--- src/rtl/pc_fetch_ctrl_if.sv ---
// Fetch-control bundle: redirect/stall inputs from the pipeline, the
// instruction-memory request/acknowledge pair, and the IF/ID report.
//
// Handshake: if_req is the "valid" of the fetch address on pc. While
// if_req=1 and if_ack=0 the address is held stable. A rising edge that sees
// if_req=1 and if_ack=1 is the one transfer point. if_ack is ignored when
// if_req=0.
interface pc_fetch_ctrl_if #(
    parameter int ADDR_W = 32
);
    // Pipeline redirects and decode stall
    logic              jump;
    logic [ADDR_W-1:0] jump_addr;
    logic              trap;
    logic [ADDR_W-1:0] trap_addr;
    logic              stall;

    // Instruction-memory handshake
    logic              if_ack;
    logic [ADDR_W-1:0] pc;
    logic              ce;
    logic              if_req;

    // Report to IF/ID
    logic              fetch_valid;
    logic [ADDR_W-1:0] fetch_pc;
    logic              misalign;

    // Controller side
    modport master (
        input  jump, jump_addr, trap, trap_addr, stall, if_ack,
        output pc, ce, if_req, fetch_valid, fetch_pc, misalign
    );

    // Pipeline / memory side
    modport slave (
        output jump, jump_addr, trap, trap_addr, stall, if_ack,
        input  pc, ce, if_req, fetch_valid, fetch_pc, misalign
    );
endinterface

--- src/rtl/pc_fetch_ctrl.sv ---
// Program-counter and fetch-request controller. Owns the fetch address,
// issues if_req/if_ack fetches, applies trap > jump > pending > stall >
// sequential selection on ack edges, and parks redirects that arrive while
// a fetch is outstanding until the next ack.
module pc_fetch_ctrl #(
    parameter int ADDR_W     = 32,
    parameter int RESET_VEC  = 0,
    parameter int STEP       = 4,
    parameter int ALIGN_BITS = 2
) (
    input  logic                clk,
    input  logic                rst,
    pc_fetch_ctrl_if.master     fif,
    output logic                o_dbg_state
);

    typedef enum logic {
        ST_OFF   = 1'b0,
        ST_FETCH = 1'b1
    } state_t;

    localparam logic [ADDR_W-1:0] RESET_PC   = ADDR_W'(RESET_VEC);
    localparam logic [ADDR_W-1:0] STEP_W     = ADDR_W'(STEP);
    localparam logic [ADDR_W-1:0] ALIGN_MASK = ADDR_W'((64'd1 << ALIGN_BITS) - 64'd1);

    state_t            r_state;
    state_t            w_state_nxt;

    logic [ADDR_W-1:0] r_pc;
    logic [ADDR_W-1:0] w_pc_nxt;
    logic              r_pend;
    logic              w_pend_nxt;
    logic [ADDR_W-1:0] r_pend_addr;
    logic [ADDR_W-1:0] w_pend_addr_nxt;
    logic              r_pend_trap;
    logic              w_pend_trap_nxt;
    logic              r_fetch_valid;
    logic              w_fetch_valid_nxt;
    logic [ADDR_W-1:0] r_fetch_pc;
    logic [ADDR_W-1:0] w_fetch_pc_nxt;
    logic              r_misalign;
    logic              w_misalign_nxt;

    logic              w_redir;
    logic [ADDR_W-1:0] w_tgt;
    logic              w_ce;

    // State register: reset parks the controller in OFF
    always_ff @(posedge clk or negedge rst) begin
        if (!rst) begin
            r_state <= ST_OFF;
        end else begin
            r_state <= w_state_nxt;
        end
    end

    // Next state, next pc, pending-redirect bookkeeping and IF/ID report
    always_comb begin
        w_state_nxt       = r_state;
        w_pc_nxt          = r_pc;
        w_pend_nxt        = r_pend;
        w_pend_addr_nxt   = r_pend_addr;
        w_pend_trap_nxt   = r_pend_trap;
        w_fetch_valid_nxt = 1'b0;
        w_fetch_pc_nxt    = r_fetch_pc;
        w_misalign_nxt    = 1'b0;
        w_redir           = 1'b0;
        w_tgt             = '0;

        case (r_state)
            ST_OFF: begin
                // Redirects and acks are ignored until the first request
                w_state_nxt = ST_FETCH;
            end
            ST_FETCH: begin
                if (fif.if_ack) begin
                    if (fif.trap) begin
                        w_redir = 1'b1;
                        w_tgt   = fif.trap_addr;
                    end else if (fif.jump) begin
                        w_redir = 1'b1;
                        w_tgt   = fif.jump_addr;
                    end else if (r_pend) begin
                        w_redir = 1'b1;
                        w_tgt   = r_pend_addr;
                    end

                    // Any ack consumes the parked redirect
                    w_pend_nxt      = 1'b0;
                    w_pend_trap_nxt = 1'b0;

                    if (w_redir) begin
                        // Redirect kills the instruction just fetched
                        w_pc_nxt       = w_tgt & ~ALIGN_MASK;
                        w_misalign_nxt = |(w_tgt & ALIGN_MASK);
                    end else if (fif.stall) begin
                        // Re-request the same address; nothing delivered
                        w_pc_nxt = r_pc;
                    end else begin
                        w_pc_nxt          = r_pc + STEP_W;
                        w_fetch_valid_nxt = 1'b1;
                        w_fetch_pc_nxt    = r_pc;
                    end
                end else begin
                    // Fetch outstanding: pc holds, redirects are parked.
                    // A trap always wins the slot; a jump never displaces
                    // a parked trap but does replace a parked jump.
                    if (fif.trap) begin
                        w_pend_nxt      = 1'b1;
                        w_pend_addr_nxt = fif.trap_addr;
                        w_pend_trap_nxt = 1'b1;
                    end else if (fif.jump && !(r_pend && r_pend_trap)) begin
                        w_pend_nxt      = 1'b1;
                        w_pend_addr_nxt = fif.jump_addr;
                        w_pend_trap_nxt = 1'b0;
                    end
                end
            end
        endcase
    end

    // Datapath registers: pc, parked redirect and registered report
    always_ff @(posedge clk or negedge rst) begin
        if (!rst) begin
            r_pc          <= RESET_PC;
            r_pend        <= 1'b0;
            r_pend_addr   <= '0;
            r_pend_trap   <= 1'b0;
            r_fetch_valid <= 1'b0;
            r_fetch_pc    <= '0;
            r_misalign    <= 1'b0;
        end else begin
            r_pc          <= w_pc_nxt;
            r_pend        <= w_pend_nxt;
            r_pend_addr   <= w_pend_addr_nxt;
            r_pend_trap   <= w_pend_trap_nxt;
            r_fetch_valid <= w_fetch_valid_nxt;
            r_fetch_pc    <= w_fetch_pc_nxt;
            r_misalign    <= w_misalign_nxt;
        end
    end

    assign w_ce            = (r_state == ST_FETCH);
    assign fif.pc          = r_pc;
    assign fif.ce          = w_ce;
    assign fif.if_req      = w_ce;
    assign fif.fetch_valid = r_fetch_valid;
    assign fif.fetch_pc    = r_fetch_pc;
    assign fif.misalign    = r_misalign;
    assign o_dbg_state     = r_state;

endmodule

--- src/flat_wrapper.sv ---
// flat-port wrapper written by rule: the top's interface ports become plain ports
module pc_fetch_ctrl_flat 
#(
    parameter int ADDR_W     = 32,
    parameter int RESET_VEC  = 0,
    parameter int STEP       = 4,
    parameter int ALIGN_BITS = 2
)
  (clk, rst, o_dbg_state, fif_jump, fif_jump_addr, fif_trap, fif_trap_addr, fif_stall, fif_if_ack, fif_pc, fif_ce, fif_if_req, fif_fetch_valid, fif_fetch_pc, fif_misalign);
  pc_fetch_ctrl_if #(.ADDR_W(ADDR_W)) fif_i ();
  input  logic clk;
  input  logic rst;
  output logic o_dbg_state;
  input wire logic [$bits(fif_i.jump)-1:0] fif_jump;
  input wire logic [$bits(fif_i.jump_addr)-1:0] fif_jump_addr;
  input wire logic [$bits(fif_i.trap)-1:0] fif_trap;
  input wire logic [$bits(fif_i.trap_addr)-1:0] fif_trap_addr;
  input wire logic [$bits(fif_i.stall)-1:0] fif_stall;
  input wire logic [$bits(fif_i.if_ack)-1:0] fif_if_ack;
  output wire logic [$bits(fif_i.pc)-1:0] fif_pc;
  output wire logic [$bits(fif_i.ce)-1:0] fif_ce;
  output wire logic [$bits(fif_i.if_req)-1:0] fif_if_req;
  output wire logic [$bits(fif_i.fetch_valid)-1:0] fif_fetch_valid;
  output wire logic [$bits(fif_i.fetch_pc)-1:0] fif_fetch_pc;
  output wire logic [$bits(fif_i.misalign)-1:0] fif_misalign;
  assign fif_i.jump = fif_jump;
  assign fif_i.jump_addr = fif_jump_addr;
  assign fif_i.trap = fif_trap;
  assign fif_i.trap_addr = fif_trap_addr;
  assign fif_i.stall = fif_stall;
  assign fif_i.if_ack = fif_if_ack;
  assign fif_pc = fif_i.pc;
  assign fif_ce = fif_i.ce;
  assign fif_if_req = fif_i.if_req;
  assign fif_fetch_valid = fif_i.fetch_valid;
  assign fif_fetch_pc = fif_i.fetch_pc;
  assign fif_misalign = fif_i.misalign;
  pc_fetch_ctrl #(.ADDR_W(ADDR_W), .RESET_VEC(RESET_VEC), .STEP(STEP), .ALIGN_BITS(ALIGN_BITS)) u_core (.clk(clk), .rst(rst), .fif(fif_i), .o_dbg_state(o_dbg_state));
endmodule
--- config.mk ---
export PLATFORM = sky130hd
export DESIGN_NAME = pc_fetch_ctrl_flat
export DESIGN_NICKNAME = d
export VERILOG_FILES = /design/src/rtl/pc_fetch_ctrl_if.sv /design/src/rtl/pc_fetch_ctrl.sv /design/src/flat_wrapper.sv
export SDC_FILE = /design/constraint.sdc
export NUM_CORES = 1
export LEC_CHECK = 0
export ABC_AREA = 1
export CORE_MARGIN = 4
export CORE_UTILIZATION = 50
export DETAILED_ROUTE_END_ITERATION = 6
export PLACE_DENSITY = 0.81
export SYNTH_ARGS = -nofsm -noshare
export SYNTH_HDL_FRONTEND = slang
export SYNTH_SLANG_ARGS = --single-unit
--- constraint.sdc ---
create_clock -name clk -period 1.8 [get_ports clk]
set_input_delay 0.54 -clock clk [delete_from_list [all_inputs] [get_ports clk]]
set_output_delay 0.54 -clock clk [all_outputs]
set_load 0.005 [all_outputs]
Yosys cells after proc, flatten, opt, wreduce, memory -nomap -nowiden --
Cells that the tools add are included.
Word-level totals: flip-flop bits (word level) 101, input port bits 70, output and inout port bits 69, word-level logic and storage cells 50
Cells by class: add/subtract/negate cells 1, equality and inequality tests 1, multiplexer cells 27, bitwise logic cells 3, reductions and logical operators 10
Operators by type and width (number):
- two-way mux 32 bit | 9
- adder 32 x 3 -> 32 bit, second input constant | 1
- two-way mux 1 bit | 18
- AND reduction 3 bit | 2
- AND reduction 4 bit | 1
- NOT 1 bit | 3
- nonzero test 3 bit | 1
- logical AND 1 bit | 2
- inequality test 2 x 1 -> 1 bit, second input constant | 1
- AND reduction 2 bit | 1
- nonzero test 2 bit | 1
- OR reduction 2 bit | 1
- zero test 1 bit | 1

Longest topological paths before layout --
depth after elaboration 9, mapped depth 10, gate-level depth less buffers 10

Least setup slack after synthesis --
OpenSTA, ideal clock, no wires.
path type input-to-reg, start input port fif_trap, end register u_core.r_pc[17], in the netlist u_core.fif.pc[17], library setup time 129 ps, arrival 1442 ps, data required time 1671 ps, path slack 229 ps, stages 10, buffers on the path 2, path through buf_4 > nor2_4 > nand2_4 > nand2_4 > nand2_4 > inv_2 > buf_6 > nor2_1 > o21ai_0 > o21ai_0
On the way: cells in the longest elaborated chain, start to end 5, elaborated cells between the ends (all ways) 9, those cells by class eq/ne (1); mux (7); reduce/logical (1)
RTL lines:
- start, declared | line flat_wrapper.sv:16 | input wire logic [$bits(fif_i.trap)-1:0] fif_trap;
- two-way mux 1 bit | line pc_fetch_ctrl.sv:77 | if (fif.trap) begin
- two-way mux 1 bit | line pc_fetch_ctrl.sv:76 | if (fif.if_ack) begin
- two-way mux 1 bit | line pc_fetch_ctrl.sv:70 | case (r_state)
- inequality test 2 x 1 -> 1 bit (no line)
- AND reduction 3 bit (no line)
- end signal, assigned | line pc_fetch_ctrl.sv:133 | r_pc <= w_pc_nxt;
- end, declared | line pc_fetch_ctrl.sv:29 | logic [ADDR_W-1:0] r_pc;
Several ways; a longest one is shown, not always the timed one. The select of a mux whose other input is x is not followed. A chain may end at the register's enable or synchronous reset.

Final worst setup path --
start register u_core.r_fetch_pc[10], in the netlist u_core.fif.fetch_pc[10], end output port fif_fetch_pc[10]
RTL lines:
- start, declared | line pc_fetch_ctrl.sv:39 | logic [ADDR_W-1:0] r_fetch_pc;
- start signal, assigned | line pc_fetch_ctrl.sv:138 | r_fetch_pc <= w_fetch_pc_nxt;
- end, declared | line flat_wrapper.sv:24 | output wire logic [$bits(fif_i.fetch_pc)-1:0] fif_fetch_pc;
No word-level cell between the ends.

==> impl_metrics.json <==
{
  "grt_max_degree": 38,
  "die_w_um": 112,
  "drive_above_1_share": 0.166,
  "syn_area_mm2": 0.00545,
  "port_buffers": 134,
  "rsz0062_at_grt": "yes",
  "clock.fmax_mhz": 565,
  "detail-route-antenna-nets": 0,
  "synth_common_cells": "266 x nand2_1, 97 x dfrtp_1, 78 x nor2_1",
  "syn_inst": 751,
  "finClkSkew_ns": 0.0110,
  "synthFlopType": "dfrtp_1",
  "overflow": 0,
  "ir_drop_mv": 0.468,
  "power_density_mw_per_mm2": 870,
  "dpl_cell_area_mm2": 0.00721,
  "cts-root-buf": "clkbuf_8",
  "drv_slew": 0,
  "criticalPathCategory": "register to output pin",
  "hold_violations": 0,
  "yosysUniqueCellTypes": 34,
  "startpoint_type": "register",
  "htree_num_levels": 3,
  "slowest_delay_ns": 0.51,
  "met2_wirelength_mm": 7.86,
  "power_mw": 6.85,
  "synthSimpleGateAreaFrac": 0.308,
  "regArea_mm2": 0.00245,
  "grt_pass1_wl_mm": 27.9,
  "rows": 37,
  "synth_top_area_share": 0.446,
  "fillCellCount": 817,
  "multi_input_area_mm2": 0.00265,
  "start_util": 0.521,
  "yosysTopAreaCell": "dfrtp_1",
  "synth-async-reset-ratio": 1.00,
  "gp_congestion": 0.899,
  "yosys_warnings": 0,
  "cts_tree": "done",
  "synth_edf_count": 0,
  "avgSynthCellArea_um2": 7.25,
  "fin_crit_ns": 1.77,
  "critPathMaxFanout": 2,
  "m1WireLength_mm": 7.55,
  "clock_latency_ns": 0.37,
  "hp-class": "primary input to async pin",
  "routed_wl_mm": 17.2,
  "status": "finished, final reports clean",
  "synth.area.top_cells": "dfrtp_1 45%, nand2_1 18%, nor2_1 5.4%",
  "io_pins": 139,
  "grtUsageTotal": 0.271,
  "synth_compound_area_frac": 0.142,
  "vias": 5833,
  "worst_ep_arrival_time_ns": 1.23,
  "hpwl_mm": 12.5,
  "yosysMostFrequentCell": "nand2_1",
  "path_clk_slew_ns": 0.09,
  "synthAdderAreaFrac": 0.00230,
  "via_per_inst": 5.35,
  "whs_ns": 0.121,
  "finalInstanceArea_mm2": 0.00788,
  "routed-wl-met3_mm": 1.44,
  "die_h_um": 112,
  "crit_chain": "clkdlybuf4s50_1",
  "synthXorXnorAreaFrac": 0.0161,
  "fin_crit_sh": 0.983,
  "ys_ff_latch": 97,
  "die_area_mm2": 0.0126,
  "syn_to_final_growth_pct": 44.6,
  "cts_buffer_depth": 2,
  "synth_top_family_by_area": "simple AND/OR/NAND/NOR gates",
  "cp-end-kind": "output pin",
  "drc": 0,
  "crit_required_ns": 1.26,
  "holdBufCountCts": 0,
  "ys_seq_area_frac": 0.446,
  "wl_per_cell_um": 15.8,
  "antenna_found_initial": 0,
  "coreArea_mm2": 0.0105,
  "p_leak_nw": 4.02,
  "diodes": 0,
  "worstPathBufferInverterCount": 1,
  "maxUsedRoutingLayer": "met4",
  "clock_sinks": 97,
  "maxCapViolations": 0,
  "fin_nets": 1021,
  "grt_pass1_vias": 5618,
  "cpLargestDelayFamily": "buffers and inverters",
  "numCtsBuffers": 9,
  "synthMuxAreaShare": 0,
  "firstDrtPassIters": 6,
  "critPathSlowestCell": "clkdlybuf4s50_1",
  "setup_violations": 0,
  "first_iter_violations": 529,
  "fin_util": 0.753
}
==> cell usage in the layout (no fill, tap or decap), drive strengths merged <==
cell / n
nand2: 271
dfrtp: 97
buf: 89
nor2: 86
clkdlybuf4s50: 82
inv: 64
o21ai: 62
nand3: 38
a21oi: 28
dlymetal6s2s: 27
dlygate4sd2: 24
clkbuf: 13
o221ai: 12
xor2: 10
a31oi: 8
o21a: 7
nor3: 7
a211oi: 7
o22ai: 5
conb: 5
and2: 3
clkinv: 3
a21boi: 2
or2: 1
a22oi: 1
o211ai: 1
ha: 1
clkinvlp: 1
==> area by class of cell <==
cell class | count | share of cell area
clock buffer | 13 | 0.0202
sequential | 97 | 0.311
timing repair buffer | 222 | 0.276
multi-input combinational | 555 | 0.336
clock inverter | 3 | 0.00318
inverter | 65 | 0.0316
tap | 136 | 0.0216
==> logic make-up after synthesis <==
family          count (synthesis)
compound gates                133
simple gates                  406
fa+ha+maj                       1
flops                          97
xor+xnor                       10
buf+inv                       102
other cells                     2
==> where the power goes <==
| group | leakage [nW] | internal, mW | switching (mW) |
|---|---|---|---|
| clock | 0.0898 | 0.586 | 0.783 |
| combinational | 2.77 | 1.30 | 1.26 |
| sequential | 1.17 | 2.64 | 0.270 |
| total | 4.02 | 4.53 | 2.32 |
==> final timing paths <==
path | start | end | slack [ns] | depth (start not counted)
setup / recovery | u_core.fif.fetch_pc[10]$_DFFE_PN0P_ | fif_fetch_pc[10] | 0.03 | 1
hold / removal | rst | u_core.fif.pc[6]$_DFFE_PN0P_ | 0.12 | 1
setup reg to reg | u_core.fif.pc[2]$_DFFE_PN0P_ | u_core.fif.pc[20]$_DFFE_PN0P_ | 0.11 | 11
hold reg to reg | u_core.fif.fetch_pc[12]$_DFFE_PN0P_ | u_core.fif.fetch_pc[12]$_DFFE_PN0P_ | 0.48 | 2
max in group asynchronous | rst | u_core.fif.pc[26]$_DFFE_PN0P_ | 1.09 | 2
min in group clk | u_core.fif.fetch_pc[12]$_DFFE_PN0P_ | u_core.fif.fetch_pc[12]$_DFFE_PN0P_ | 0.48 | 2
==> timing repair <==
item / 4_1_cts / 5_1_grt
gates resized for setup: 44 / 51
setup endpoints to repair: 42 / 64
buffers inserted: 31 / 13
pin swaps: 0 / 6
==> layer usage <==
metal / up-vias / GRT usage
met2: 302 / 0.425
met3: 35 / 0.0394
met1: 2705 / 0.390
met5: - / 0
li1: 2791 / -
met4: 0 / 0.0833
==> per-stage QoR <==
| stage | cells | setup WS (ns) | TNS, ns |
|---|---|---|---|
| global placement | 1031 | -0.403 | -25.35 |
| finish | 1091 | 0.0298 | 0 |
| floorplan | 754 | 0.229 | 0 |
| global route | 1091 | -0.0226 | -0.106 |
| CTS | 1078 | 0.000771 | 0 |
| detailed placement | 1031 | -0.445 | -30.27 |
==> state kept, by name (all words and copies together) (netlist names) <==
register                flops
u_core.r_pend               1
u_core.fif.fetch_pc        30
u_core.r_pend_trap          1
u_core.fif.pc              30
u_core.fif.fetch_valid      1
u_core.r_pend_addr         32
u_core.fif.misalign         1
u_core.fif.ce               1
Power figures use the tool's default switching activity.
